`src/rtl/arb_requester.sv`:
```
// arb_requester: requester agent for one arbiter request/grant channel.
// Queues job lengths, raises req and streams up to WINDOW beats per grant.
module arb_requester #(
  parameter int DATA_W  = 8,
  parameter int DEPTH   = 4,
  parameter int WINDOW  = 16,
  parameter int TIMEOUT = 64
) (
  input  logic              clk,
  input  logic              reset,
  input  logic              job_valid,
  input  logic [7:0]        job_len,
  output logic              job_ready,
  output logic              req,
  input  logic              gnt,
  input  logic [DATA_W-1:0] src_data,
  output logic              src_pop,
  output logic              bus_valid,
  output logic [DATA_W-1:0] bus_data,
  output logic              bus_last,
  output logic              busy,
  output logic [15:0]       grants_cnt,
  output logic              err_timeout,
  output logic              err_spurious,
  output logic              err_short
);
  localparam int AW = $clog2(DEPTH);
  localparam int WW = $clog2(WINDOW + 1);
  localparam int TW = $clog2(TIMEOUT + 1);
  localparam logic [WW-1:0] WMAX  = WW'(WINDOW);
  localparam logic [TW-1:0] TMAX  = TW'(TIMEOUT);
  localparam logic [TW-1:0] TLAST = TW'(TIMEOUT - 1);
  localparam logic [AW:0]   PONE  = (AW+1)'(1);

  typedef enum logic [1:0] {IDLE, REQ, XFER} state_t;
  state_t state, state_n;

  logic [7:0]    mem [DEPTH];
  logic [AW:0]   wptr, rptr;
  logic [7:0]    head;
  logic          full, empty, push, pop;

  logic [7:0]    rem, rem_n;
  logic [WW-1:0] wcnt, wcnt_n;
  logic [WW-1:0] bcnt, bcnt_n;
  logic [TW-1:0] tcnt, tcnt_n;
  logic          beat, win_done;
  logic          set_to, set_sp, set_sh;

  assign empty = (wptr == rptr);
  assign full  = (wptr[AW] != rptr[AW]) &&
                 (wptr[AW-1:0] == rptr[AW-1:0]);
  assign head  = mem[rptr[AW-1:0]];
  assign push  = job_valid && !full;

  assign job_ready = !full;
  assign req       = (state != IDLE);
  assign busy      = (state != IDLE) || !empty;

  // beats_this_grant is tracked by bcnt; it is zero on REQ entry
  assign beat = gnt && (state != IDLE) &&
                (rem != 8'd0) && (bcnt < WMAX);

  assign src_pop   = beat;
  assign bus_valid = beat;
  assign bus_data  = src_data;
  assign bus_last  = beat && (rem == 8'd1);

  always_comb begin
    state_n  = state;
    rem_n    = rem;
    wcnt_n   = wcnt;
    bcnt_n   = bcnt;
    tcnt_n   = tcnt;
    pop      = 1'b0;
    win_done = 1'b0;
    set_to   = 1'b0;
    set_sp   = 1'b0;
    set_sh   = 1'b0;
    unique case (state)
      IDLE: begin
        wcnt_n = '0;
        bcnt_n = '0;
        tcnt_n = '0;
        set_sp = gnt;
        if (!empty) begin
          pop = 1'b1;
          if (head != 8'd0) begin
            rem_n   = head;
            state_n = REQ;
          end
        end
      end
      REQ: begin
        set_to = (tcnt == TLAST);
        if (tcnt != TMAX) tcnt_n = tcnt + TW'(1);
        if (gnt) begin
          state_n = XFER;
          wcnt_n  = WW'(1);
          tcnt_n  = '0;
        end
      end
      XFER: begin
        if (gnt) begin
          if (wcnt != WMAX) wcnt_n = wcnt + WW'(1);
        end else begin
          win_done = 1'b1;
          set_sh   = (wcnt < WMAX);
          wcnt_n   = '0;
          bcnt_n   = '0;
          // chain straight into the next job so req never dips
          if (rem != 8'd0) begin
            state_n = REQ;
          end else if (!empty && head != 8'd0) begin
            pop     = 1'b1;
            rem_n   = head;
            state_n = REQ;
          end else begin
            state_n = IDLE;
          end
        end
      end
      default: state_n = IDLE;
    endcase
    if (beat) begin
      rem_n  = rem - 8'd1;
      bcnt_n = bcnt + WW'(1);
    end
  end

  always_ff @(posedge clk) begin
    if (push) mem[wptr[AW-1:0]] <= job_len;
  end

  always_ff @(posedge clk) begin
    if (reset) begin
      state        <= IDLE;
      wptr         <= '0;
      rptr         <= '0;
      rem          <= '0;
      wcnt         <= '0;
      bcnt         <= '0;
      tcnt         <= '0;
      grants_cnt   <= '0;
      err_timeout  <= 1'b0;
      err_spurious <= 1'b0;
      err_short    <= 1'b0;
    end else begin
      state <= state_n;
      rem   <= rem_n;
      wcnt  <= wcnt_n;
      bcnt  <= bcnt_n;
      tcnt  <= tcnt_n;
      if (push) wptr <= wptr + PONE;
      if (pop) rptr <= rptr + PONE;
      if (win_done) grants_cnt <= grants_cnt + 16'd1;
      if (set_to) err_timeout <= 1'b1;
      if (set_sp) err_spurious <= 1'b1;
      if (set_sh) err_short <= 1'b1;
    end
  end
endmodule

```
`config.mk`:
```
export PLATFORM = sky130hd
export DESIGN_NAME = arb_requester
export DESIGN_NICKNAME = d
export VERILOG_FILES = /design/src/rtl/arb_requester.sv
export SDC_FILE = /design/constraint.sdc
export NUM_CORES = 1
export LEC_CHECK = 0
export ABC_AREA = 1
export CORE_MARGIN = 1.5
export CORE_UTILIZATION = 55
export CTS_CLUSTER_DIAMETER = 100
export CTS_CLUSTER_SIZE = 16
export DETAILED_ROUTE_END_ITERATION = 12
export GPL_ROUTABILITY_DRIVEN = 0
export PLACE_DENSITY = 0.79
export SYNTH_ARGS = -nofsm -noshare
export SYNTH_HDL_FRONTEND = slang
export SYNTH_SLANG_ARGS = --single-unit
```
`constraint.sdc`:
```
create_clock -name clk -period 3.57 [get_ports clk]
set_input_delay 0.5355 -clock clk [delete_from_list [all_inputs] [get_ports clk]]
set_output_delay 0.5355 -clock clk [all_outputs]
set_load 0.05 [all_outputs]
```
==> metrics.txt <==
cells after synthesis 501; cells along the critical path inv_1, ha_1, nor3_1, nand2_2, inv_2, buf_4; Iter 0 DRT Violations 145; Switching Share 41.7%; Gate power share 39.2%; Die Y 90.5 um; WL/cell 13.1 um; Pleak 1.85 nW; top cells by area, synth dfxtp_1, edfxtp_1, nand2_1; H-tree levels 3; NetSw 0.00134 W; GRT Total Usage 21.9%; vias in the first global route 3,199; Post-synth ARST share 0%; final worst path period need 2770 ps; synth cell count leaders nand2_1, inv_1, dfxtp_1, nor2_1, nand3_1; PostCTS Resize Cnt 0; FMAX 361 MHz; hpwl dp 5900 um; CTS sink count 86; Avg Inst Size Synth 8.41 um^2; num rows 31; RSZ-0062 raised after global routing no; Startpoint Class flop; Max-slew headroom 40.5%; CP endpoint kind output port; worst-path fanout max 15; WS Path Type flop to output port; Cell Count, Final, Fillers Out 632; antenna-violating nets left 0; number of buffers created by CTS 9; PwrDens 675 mW/mm^2; total number of yosys warnings 0; drt total wl 8250 um; leading area contributor after synthesis dfxtp_1; Crit path largest cell delay 370 ps; max cap viols 0; Clock Power Share 21.9%; Initial DRT Pass Iterations 5; post-CTS setup buffers 0; Area growth syn-to-layout 13.0%; nets 565; Flop pwr share 38.9%; Root Driver clkbuf_8; Cell Area, Synth 0.00421 mm^2; worst skew pair latency 370 ps; worst setup margin 801 ps; layout cells sized above 1 9.76%; Worst-path clk slew 90 ps; outcome complete, no violations; VDD IR max 0.000289 V; Post-Place Cells 616; Post-Syn Nets 538; Seq/Total Area, Yosys 48.5%; Hold Crit Class flop to flop; drt via density 5.19; Top delay family on crit path buffers and inverters; Primary FF master, synth dfxtp_1; Worst Tran Pin Value 889 ps; CTS Hold Bufs 0; CTS tree yes; die area 0.00819 mm^2; Internal 0.00188 W; TNS Setup 0 ps; number of flops mapped to enable cells by yosys 32; most common cell in the netlist nand2_1; Crit path buffers/inverters 3; final hold violation count 0; antenna fix cells 0; first-pass GRT wire length 14,400 um; via count 3,279; CP required 3030 ps; Initial Util 57.5%; data arrival time of the critical path 2230 ps; number of I/O port buffers 36; fill count 594; Place WS 810 ps; largest net degree at the start of global routing 26; I/O pin count 53; Distinct cells, synth 36; area of the core 0.00733 mm^2; Critical-path top delay cell dfxtp_1; grt ovf 0; share of the synthesized area in the top cell type 25.7%; skew final 8.24 ps; antenna violations before repair 0; drc violations 0; # setup viols final 0; #FFs+latches synth 86; DIE WIDTH 90.5 um; Max Root-Sink Buffers 2; Pins Over Slew Limit 0; final period utilization 77.6%
stage by stage:
| stage | area (um^2) | hold slack, ps | total power (W) | utilization (%) |
|---|---|---|---|---|
| after floorplan | 4210 | 440 | 0.00227 | - |
| after global placement | 4560 | 439 | 0.00248 | 62.1 |
| after detailed placement | 4560 | 449 | 0.00253 | 62.1 |
| after CTS | 4760 | 463 | 0.00323 | 64.9 |
| after global routing | 4760 | 511 | 0.00345 | 64.9 |
| final | 4760 | 460 | 0.00321 | 64.9 |
cells by family (layout without fill, tap and decap cells):
group	Yosys count	count (layout)	synth area share, %
AOI/OAI and AO/OA	71	71	9.21
xor gates and xnor gates	16	16	3.33
adders and majority gates	17	17	5.05
buffers and inverters	84	116	9.00
DFF	86	86	48.5
and+or+nand+nor	227	227	24.9
per-layer routing:
layer | global-route usage, % | share of wire [%]
met5 | 0 | 0
met4 | 10.6 | 1.6
met3 | 4.55 | 4.0
met2 | 35.3 | 47
met1 | 27.9 | 47
tightest hold or removal path, cell delays in order (launching register included):
cell and delay [ps]:
dfxtp_1 320, inv_1 50, a21oi_1 50
flip-flops by register name, summed over array words and instances, names as in the netlist, named ones only:
| signal | flops |
|---|---|
| err_spurious | 1 |
| state | 2 |
| grants_cnt | 16 |
| wptr | 3 |
| rem | 8 |
| err_short | 1 |
| rptr | 3 |
| tcnt | 7 |
| bcnt | 5 |
| wcnt | 5 |
| err_timeout | 1 |
| mem | 32 |
layout by cell type, fill, tap and decap left out, drive strengths merged, types with 2 or more instances in the layout:
master,synthesis,layout
clkdlybuf4s50,0,33
a21oi,33,33
o21a,2,2
a211oi,6,6
o21ai,27,27
clkinvlp,0,2
ha,17,17
buf,18,4
inv,63,66
nor2,56,56
xor2,10,10
dfxtp,54,54
nand4,8,8
nor3,12,12
edfxtp,32,32
nand2,108,108
xnor2,6,6
clkbuf,3,9
nand3,40,40
cell type report:
| class | instances | area (um^2) | share of cell area, % |
|---|---|---|---|
| flip-flops and latches | 86 | 2040 | 42.9 |
| multi-input cells | 331 | 1790 | 37.6 |
| repair buffers | 37 | 360 | 7.57 |
| inverters | 63 | 239 | 5.02 |
| clock buffers | 9 | 124 | 2.60 |
| well taps | 99 | 124 | 2.60 |
| clock inverters | 7 | 80.1 | 1.68 |
power groups by stage:
stage	clock network, W	registers (W)	logic [W]
2_1_floorplan	0	0.00125	0.00101
3_3_place_gp	0	0.00127	0.00121
3_5_place_dp	0	0.00127	0.00125
4_1_cts	0.000718	0.00125	0.00126
5_1_grt	0.000757	0.00127	0.00142
6_report	0.000704	0.00125	0.00126
path summary, 6_finish.rpt:
check              startpoint     endpoint  slack [ps]  cells past startpoint
setup / recovery     state[0]      src_pop         800                      6
hold / removal    err_timeout  err_timeout         460                      2
setup reg to reg         flop       rem[0]        1270                     13
hold reg to reg   err_timeout  err_timeout         460                      2
Note: power is estimated with default switching activity, not from simulation.
